**config.mk**
```make
export PLATFORM = sky130hd
export DESIGN_NAME = fft_frame_scheduler
export DESIGN_NICKNAME = d
export VERILOG_FILES = /design/src/rtl/fft_frame_scheduler_pkg.sv /design/src/rtl/fft_frame_scheduler_bank_state.sv /design/src/rtl/fft_frame_scheduler.sv
export SDC_FILE = /design/constraint.sdc
export NUM_CORES = 1
export LEC_CHECK = 0
export CORE_MARGIN = 1
export CORE_UTILIZATION = 45
export CTS_BUF_LIST = sky130_fd_sc_hd__clkbuf_4
export DETAILED_ROUTE_END_ITERATION = 12
export HOLD_SLACK_MARGIN = 0.1
export PLACE_DENSITY = 0.91
export SLEW_MARGIN = 40
export SYNTH_ARGS = -nofsm -noshare
export SYNTH_HDL_FRONTEND = slang
export SYNTH_SLANG_ARGS = --single-unit
export TNS_END_PERCENT = 1
```
**constraint.sdc**
```tcl
create_clock -name clk -period 3.6 [get_ports clk]
set_clock_uncertainty 0.1 [all_clocks]
set_input_delay 0.72 -clock clk [delete_from_list [all_inputs] [get_ports clk]]
set_output_delay 0.72 -clock clk [all_outputs]
set_load 0.01 [all_outputs]
```
**src/rtl/fft_frame_scheduler_pkg.sv**
```systemverilog
// Shared types and helpers for the ping-pong FFT frame scheduler.
package fft_frame_scheduler_pkg;

  localparam int FFT_BW   = 29;
  localparam int FFT_N    = 16;
  localparam int FFT_SIZE = 4;

  // Life cycle of one sample bank.
  typedef enum logic [1:0] {
    B_EMPTY   = 2'd0,
    B_FILLING = 2'd1,
    B_FULL    = 2'd2,
    B_BUSY    = 2'd3
  } bank_state_t;

  // Engine hand-off sequence towards the FFT core.
  typedef enum logic [1:0] {
    E_IDLE  = 2'd0,
    E_START = 2'd1,
    E_RUN   = 2'd2
  } eng_state_t;

  // Reverse the low w bits of a; bits at and above w come back as zero.
  function automatic logic [15:0] bitrev(input logic [15:0] a, input int w);
    logic [15:0] r;
    r = '0;
    for (int i = 0; i < 16; i++) begin
      if (i < w) r[i] = a[w-1-i];
    end
    return r;
  endfunction

endpackage

```
**src/rtl/fft_frame_scheduler_bank_state.sv**
```systemverilog
// Per-bank state tracker: EMPTY -> FILLING -> FULL -> BUSY -> EMPTY.
module fft_bank_state
  import fft_frame_scheduler_pkg::*;
(
  input  logic        clk,
  input  logic        rst_n,
  input  logic        fill_start,
  input  logic        fill_done,
  input  logic        grant,
  input  logic        bank_release,
  output bank_state_t state,
  output logic        full
);

  // Advance the bank through its cycle; each event is honoured only in the
  // state where it makes sense, so a stray strobe cannot skip a stage.
  always_ff @(posedge clk or negedge rst_n) begin
    if (!rst_n) begin
      state <= B_EMPTY;
    end else begin
      case (state)
        B_EMPTY: begin
          if (fill_done)       state <= B_FULL;
          else if (fill_start) state <= B_FILLING;
        end
        B_FILLING: if (fill_done)    state <= B_FULL;
        B_FULL:    if (grant)        state <= B_BUSY;
        B_BUSY:    if (bank_release) state <= B_EMPTY;
        default:                     state <= B_EMPTY;
      endcase
    end
  end

  // Full flag feeds the oldest-first selector.
  always_comb full = (state == B_FULL);

endmodule

```
**src/rtl/fft_frame_scheduler.sv**
```systemverilog
// Ping-pong frame scheduler: loads bit-reversed frames into two banks and
// hands each full bank to the sequential FFT core.
//
// Handshake: a sample transfers on a rising clk edge where in_valid and
// in_ready are both 1. in_ready depends only on registered state, so it may
// be used to decide in_valid without a combinational loop; the source must
// hold in_re/in_im stable while in_valid is high and in_ready is low.
module fft_frame_scheduler
  import fft_frame_scheduler_pkg::*;
#(
  parameter int bit_width = FFT_BW,
  parameter int N         = FFT_N,
  parameter int SIZE      = FFT_SIZE
) (
  input  logic                 clk,
  input  logic                 rst_n,
  input  logic                 in_valid,
  output logic                 in_ready,
  input  logic [bit_width-1:0] in_re,
  input  logic [bit_width-1:0] in_im,
  output logic                 ld_we,
  output logic                 ld_bank,
  output logic [SIZE-1:0]      ld_addr,
  output logic [bit_width-1:0] ld_re,
  output logic [bit_width-1:0] ld_im,
  output logic                 start_fft,
  output logic                 eng_bank,
  input  logic                 eng_done,
  output logic                 busy,
  output logic [15:0]          frame_cnt,
  output logic                 err_done
);

  localparam logic [SIZE-1:0] LAST_IDX = SIZE'(N - 1);

  logic            run;
  logic            fill_bank;
  logic [SIZE-1:0] wr_cnt;
  logic            oldest;
  bank_state_t     st0;
  bank_state_t     st1;
  bank_state_t     fill_st;
  logic [1:0]      bank_full;
  logic [1:0]      fill_start;
  logic [1:0]      fill_done;
  logic [1:0]      grant;
  logic [1:0]      bank_rel;
  logic            accept;
  logic            frame_last;
  eng_state_t      eng_state;
  eng_state_t      eng_next;
  logic            grant_v;
  logic            grant_bank;
  logic            rel_v;

  fft_bank_state u_bank0 (
    .clk          (clk),
    .rst_n        (rst_n),
    .fill_start   (fill_start[0]),
    .fill_done    (fill_done[0]),
    .grant        (grant[0]),
    .bank_release (bank_rel[0]),
    .state        (st0),
    .full         (bank_full[0])
  );

  fft_bank_state u_bank1 (
    .clk          (clk),
    .rst_n        (rst_n),
    .fill_start   (fill_start[1]),
    .fill_done    (fill_done[1]),
    .grant        (grant[1]),
    .bank_release (bank_rel[1]),
    .state        (st1),
    .full         (bank_full[1])
  );

  // Loader handshake and per-bank event strobes.
  always_comb begin
    fill_st       = fill_bank ? st1 : st0;
    in_ready      = run && ((fill_st == B_EMPTY) || (fill_st == B_FILLING));
    accept        = in_valid && in_ready;
    frame_last    = accept && (wr_cnt == LAST_IDX);
    fill_start[0] = accept && !fill_bank;
    fill_start[1] = accept && fill_bank;
    fill_done[0]  = frame_last && !fill_bank;
    fill_done[1]  = frame_last && fill_bank;
    grant[0]      = grant_v && !grant_bank;
    grant[1]      = grant_v && grant_bank;
    bank_rel[0]   = rel_v && !eng_bank;
    bank_rel[1]   = rel_v && eng_bank;
  end

  // in_ready stays low while reset is applied and rises one edge after release.
  always_ff @(posedge clk or negedge rst_n) begin
    if (!rst_n) run <= 1'b0;
    else        run <= 1'b1;
  end

  // Loader: register each accepted sample with its bit-reversed address and
  // swap to the other bank after the last sample of a frame.
  always_ff @(posedge clk or negedge rst_n) begin
    if (!rst_n) begin
      ld_we     <= 1'b0;
      ld_bank   <= 1'b0;
      ld_addr   <= '0;
      ld_re     <= '0;
      ld_im     <= '0;
      wr_cnt    <= '0;
      fill_bank <= 1'b0;
    end else begin
      ld_we <= accept;
      if (accept) begin
        ld_bank <= fill_bank;
        ld_addr <= SIZE'(bitrev(16'(wr_cnt), SIZE));
        ld_re   <= in_re;
        ld_im   <= in_im;
        wr_cnt  <= wr_cnt + 1'b1;
        if (frame_last) fill_bank <= ~fill_bank;
      end
    end
  end

  // Engine state register, bank ownership, fill-order bit and counters.
  always_ff @(posedge clk or negedge rst_n) begin
    if (!rst_n) begin
      eng_state <= E_IDLE;
      eng_bank  <= 1'b0;
      oldest    <= 1'b0;
      frame_cnt <= '0;
      err_done  <= 1'b0;
    end else begin
      eng_state <= eng_next;
      if (grant_v) begin
        eng_bank <= grant_bank;
        oldest   <= ~grant_bank;
      end
      if (rel_v) frame_cnt <= frame_cnt + 16'd1;
      if (eng_done && (eng_state != E_RUN)) err_done <= 1'b1;
    end
  end

  // Engine next-state and outputs; the bank that completed first is served first.
  always_comb begin
    eng_next   = eng_state;
    grant_v    = 1'b0;
    grant_bank = oldest;
    rel_v      = 1'b0;
    start_fft  = 1'b0;
    busy       = 1'b0;
    case (eng_state)
      E_IDLE: begin
        if (bank_full[oldest]) begin
          grant_v    = 1'b1;
          grant_bank = oldest;
          eng_next   = E_START;
        end else if (bank_full[~oldest]) begin
          grant_v    = 1'b1;
          grant_bank = ~oldest;
          eng_next   = E_START;
        end
      end
      E_START: begin
        start_fft = 1'b1;
        busy      = 1'b1;
        eng_next  = E_RUN;
      end
      E_RUN: begin
        busy = 1'b1;
        if (eng_done) begin
          rel_v    = 1'b1;
          eng_next = E_IDLE;
        end
      end
      default: eng_next = E_IDLE;
    endcase
  end

endmodule

```
==> run metrics, run 1 <==
DRC viols 0; total die area 9523 um^2; WP data required 2780 ps; area of the core 8763 um^2; GRT Residual Overflow 0; post-route setup slack 930.7 ps; post-DP HPWL 6888 um; Placer Congestion 0.7782; Pwr Total 4.549 mW; critical path class register to primary output; DR pass1 iterations 4; Yosys warning total 0; CTS tree yes; Peak Freq 374.6 MHz; cell count along the critical path 3; status completed; via count 3369; Clock Latency Late Sink 430 ps; crit path capture type primary output; post-CTS setup buffers 0; max cap viols 0; clk root buf clkbuf_4; fin crit period 2669 ps; delay-heaviest family, CP buffers and inverters; Place WS 1076 ps; worst reg2reg setup slack 1620 ps; Antenna diodes 0; EDFF count, synth 0; clock slew at reported path FFs 160 ps; Routed Antenna Nets 0; Hold Vio Cnt, Final 0; leakage power 2.776 nW; Worst setup SP type register; first-pass GRT wire length 15900 um; Die Ht 97.59 um; slowest CP cell clkdlybuf4s50_1; # nets final 652; synthesized area per cell 9.629 um^2; initial core utilization 46.92%; final core occ 66.53%; Worst slew margin 52.23%; post_cts resized 0; setup TNS 0 ps; Period Utilization, post-route 74.15%; layout cells sized above 1 5.373%; worst vdd rail ir drop 0.0004679 V; Main synth FF type dfrtp_1; Critical Path Max Stage Delay 540 ps; port bufs 146; critical-path cell list mux2i_1 > and2_1 > clkdlybuf4s50_1; Max Transition Viols Final 0; Worst EP arrival 1850 ps; vias in the first global route 3421; largest net degree at the start of global routing 83; clk sinks 95; Mapped Cells 427; Mapped Area 4111 um^2; power per cell area 780.1 nW/um^2; I/O pins 147; htree depth 3; GRT Util Overall 20.56%; filler cell count 662; P&R area growth vs syn 41.81%; part of the Yosys area used for sequential elements 57.82%; worst slew pin tran 716.5 ps; Final setup viols 0; Unique masters post-synth 44; crit-path max FO 5; clock tree buffer depth 2; via/cell ratio 4.918; die width 97.59 um; WP buf/inv 1; Reg2Reg Launch Point eng_state[0]$_DFFE_PN0P_; CTS Buf Count 9; Routed WL 9498 um; row count 34; DR iter-0 viols 133; Hold/Removal Path Class primary input to asynchronous set/reset pin; initial antenna violation count 0; unrepaired setup endpoints after global routing no; placed cell areas 5662 um^2; syn nets 507; Reg-to-Reg End u_bank1.state[0]$_DFFE_PN0P_; Worst R2R Path Depth 6; Yosys reg bits 95; fin area 5831 um^2; FFs w/ async S/R, synth 100.0%; post-DR wirelength/cell 13.87 um; Post-CTS Hold Buffers 0
[report_power, final]
group          total [mW]  switching (mW)  internal [mW]
sequential           1.80           0.304           1.50
combinational        2.09           0.977           1.11
clock               0.655           0.361          0.295
[cell type report]
| type | instances | area [um^2] | share of cell area (%) |
|---|---|---|---|
| well taps | 108 | 135.1 | 2.318 |
| repair buffers | 150 | 1493 | 25.60 |
| multi-input cells | 304 | 1612 | 27.64 |
| clock buffers | 10 | 75.07 | 1.288 |
| inverters | 12 | 45.04 | 0.7725 |
| clock inverters | 6 | 93.84 | 1.609 |
| flip-flops and latches | 95 | 2377 | 40.77 |
[worst reg2reg max path: cells and delay by family (launching register included)]
kind            cells  cell delay (ps)
compound gates      3              810
fa+ha+maj           1              320
buf+inv             1              120
flops               1              430
simple gates        1              100
[cell families after synthesis]
kind of cell / synth area share, %
and+or+nand+nor: 24.44
DFF: 57.82
buffers and inverters: 3.104
AOI/OAI and AO/OA: 4.169
adders and majority gates: 5.478
xor gates and xnor gates: 3.834
muxes: 1.065
other: 0.09121
[cells in the final DEF, fill, tap and decap left out, drive strengths merged, types with 2 or more instances in the layout]
cell,count
clkdlybuf4s50,145
nor2,6
a22o,2
and2,2
ha,18
clkinv,2
a21oi,3
nand3,9
clkbuf,10
xor2,2
xnor2,16
nand4,5
a21o,2
o22ai,2
inv,13
or2,2
bufinv,2
dfrtp,95
o21ai,7
nand3b,2
and4,2
mux2,3
buf,5
nand2,202
nor2b,3
[sequential cells by signal, indices dropped and copies added (netlist names)]
| register | count |
|---|---|
| run | 1 |
| err_done | 1 |
| u_bank0.state | 2 |
| fill_bank | 1 |
| ld_re | 29 |
| eng_bank | 1 |
| eng_state | 2 |
| ld_bank | 1 |
| frame_cnt | 16 |
| u_bank1.state | 2 |
| wr_cnt | 4 |
| oldest | 1 |
| ld_we | 1 |
| ld_im | 29 |
| ld_addr | 4 |
[metal layers]
metal	vias to the layer above	GRT usage (%)	wire length [um]
met4	0	6.109	167
met5	-	0	0
met1	1589	25.91	3965
met3	16	5.755	623
li1	1646	-	-
met2	118	34.48	4740
[synth_stat cells (2+ instances only)]
cell	instances	area [um^2]
xor2_1	2	17.52
xnor2_1	16	140.1
dfrtp_1	95	2377
nand3b_1	2	15.01
nand2_1	202	758.2
a21oi_1	3	15.01
a22o_1	2	17.52
clkbuf_1	2	7.510
ha_1	18	225.2
nor2b_1	3	18.77
nand4_1	5	31.28
inv_1	11	41.29
o22ai_1	2	12.51
and2_1	2	12.51
mux2_2	3	33.78
nand3_1	8	40.04
nor2_1	6	22.52
a21o_1	2	15.01
buf_4	2	15.01
buf_2	11	55.05
o21ai_0	7	35.03
[how the worst max path moves through the flow]
stage	startpoint	end	slack, ps
2_1_floorplan	eng_done	u_bank1.state[0]$_DFFE_PN0P_	1740
3_3_place_gp	eng_done	u_bank1.state[0]$_DFFE_PN0P_	1170
3_5_place_dp	eng_done	u_bank1.state[0]$_DFFE_PN0P_	1080
4_1_cts	u_bank1.state[1]$_DFFE_PN0P_	in_ready	900
5_1_grt	u_bank0.state[1]$_DFFE_PN0P_	in_ready	810
6_report	fill_bank$_DFFE_PN0P_	in_ready	930
[through the flow]
| stage | hold WS (ps) | cells |
|---|---|---|
| floorplan | 324.4 | 427 |
| global placement | 342.0 | 669 |
| detailed placement | 347.3 | 669 |
| CTS | 214.3 | 685 |
| global route | 240.8 | 685 |
| finish | 196.5 | 685 |
Power figures use the tool's default switching activity.
==> inputs of run 2 (changes only) <==
==> constraint.sdc (replaced) <==
create_clock -name clk -period 2.55 [get_ports clk]
set_clock_uncertainty 0.1 [all_clocks]
set_input_delay 0.51 -clock clk [delete_from_list [all_inputs] [get_ports clk]]
set_output_delay 0.51 -clock clk [all_outputs]
set_load 0.01 [all_outputs]
==> run metrics, run 2 (synthesis results as in run 1) <==
initial core utilization 46.92% (unchanged); setup TNS 0 ps (unchanged); row count 34 (unchanged); via count 3421 (was 3369); Routed WL 9674 um (was 9498 um); CTS tree yes (unchanged); Hold/Removal Path Class primary input to asynchronous set/reset pin (unchanged); Worst EP arrival 1850 ps (about the same); Top Registers ld_im: 29 flops, ld_re: 29 flops, frame_cnt: 16 flops (unchanged); met2 Use GR 36.63% (was 34.48%); htree depth 3 (unchanged); clock tree buffer depth 2 (unchanged); clk root buf clkbuf_4 (unchanged); status completed (unchanged); Die Ht 97.59 um (unchanged); Worst setup SP type register (unchanged); DR iter-0 viols 110 (was 133); Peak Freq 405.8 MHz; clock slew at reported path FFs 150 ps (was 160 ps); GRT Residual Overflow 0 (unchanged); critical path class register to primary output (unchanged); initial antenna violation count 0 (unchanged); DRC viols 0 (unchanged); # nets final 656 (was 652); Final setup viols 0 (unchanged); met1 Use GR 24.50% (was 25.91%); Hold Vio Cnt, Final 0 (unchanged); worst vdd rail ir drop 0.0005307 V (was 0.0004679 V); max cap viols 0 (unchanged); most frequent cells in the layout 202 x nand2_1, 145 x clkdlybuf4s50_1, 94 x dfrtp_1 (was 202 x nand2_1, 145 x clkdlybuf4s50_1, 95 x dfrtp_1); vias in the first global route 3511 (was 3421); Placer Congestion 0.7482 (was 0.7782); crit path capture type primary output (unchanged); fin crit period 2464 ps; Clock Latency Late Sink 440 ps (was 430 ps); leakage power 2.783 nW (was 2.776 nW); I/O pins 147 (unchanged); Place WS 232.2 ps (was 1076 ps); total die area 9523 um^2 (unchanged); CTS Buf Count 9 (unchanged); WP data required 1940 ps (was 2780 ps); Routed Antenna Nets 0 (unchanged); via/cell ratio 4.972 (was 4.918); die width 97.59 um (unchanged); post-DR wirelength/cell 14.06 um (was 13.87 um); GRT Util Overall 21.30% (was 20.56%); Antenna diodes 0 (unchanged); largest net degree at the start of global routing 53 (was 83); first-pass GRT wire length 16270 um (was 15900 um); crit-path max FO 5 (unchanged); layout cells sized above 1 6.034% (was 5.373%); power per cell area 1086 nW/um^2 (was 780.1 nW/um^2); port bufs 146 (unchanged); met3 GRT Util 6.619% (was 5.755%); Max Transition Viols Final 0 (unchanged); P&R area growth vs syn 42.39% (was 41.81%); DR pass1 iterations 4 (unchanged); area of the core 8763 um^2 (unchanged); clk sinks 95 (unchanged); post-route setup slack 85.66 ps (was 930.7 ps); Worst R2R Path Depth 6 (unchanged); commonest non-fill, non-tap cell in the layout nand2_1 (unchanged); post-DP HPWL 7187 um (was 6888 um); gr busiest metal met2 (unchanged); Period Utilization, post-route 96.64%
[run 2: metal layers]
layer / routed length, um / share of wire [%] / vias to the layer above
li1: - / - / 1645
met1: 3882 / 40 / 1633
met2: 4907 / 51 / 121
met3: 652 / 6.7 / 22
met4: 231 / 2.4 / 0
met5: 0 / 0 / -
[run 2: path summary, 6_finish.rpt]
kind / startpoint / endpoint / slack [ps]
max: fill_bank$_DFFE_PN0P_ / in_ready / 90
min in group clk: err_done$_DFFE_PN0P_ / err_done$_DFFE_PN0P_ / 380
max reg2reg: u_bank0.state[0]$_DFFE_PN0P_ / u_bank1.state[0]$_DFFE_PN0P_ / 590
min: rst_n / eng_state[1]$_DFFE_PN0P_ / 330
max in group asynchronous: rst_n / frame_cnt[15]$_DFFE_PN0N_ / 1380
min reg2reg: err_done$_DFFE_PN0P_ / err_done$_DFFE_PN0P_ / 380
[run 2: worst max-delay path: stages, from the launching register on]
cell and delay, ps:
dfrtp_1 450, mux2i_2 270, and2_1 170, clkdlybuf4s50_1 540
[run 2: where the power goes]
part	internal, mW	switching [mW]	leakage (nW)	total [mW]
registers	2.12	0.435	1.19	2.56
clock network	0.307	0.489	0.0689	0.796
logic	1.61	1.39	1.53	3.00
[run 2: metrics by stage]
step / hold WS, ps / power, mW / instance area, um^2 / std cells / util, %
final: 330.8 / 6.356 / 5854 / 688 / 66.80
after global routing: 308.9 / 6.843 / 5854 / 688 / 66.80
after CTS: 314.4 / 6.376 / 5842 / 687 / 66.66
after detailed placement: 268.7 / 5.572 / 5698 / 671 / 65.02
after global placement: 260.5 / 5.380 / 5698 / 671 / 65.02
after floorplan: 114.4 / 3.950 / 4111 / 427 / -
[run 2: what timing repair did]
item / CTS / global route
resized for setup: 0 / 2
endpoints found under the setup margin: 0 / 1
buffers inserted: 0 / 1
hold buffers: 1 / 0
hold endpoints to repair: 62 / 0
[run 2: cell type report]
class | instances | area, um^2
fill | 697 | 2909
sequential | 95 | 2379
multi-input combinational | 304 | 1615
timing repair buffer | 154 | 1546
tap | 108 | 135.1
clock buffer | 10 | 75.07
clock inverter | 5 | 58.81
inverter | 12 | 45.04
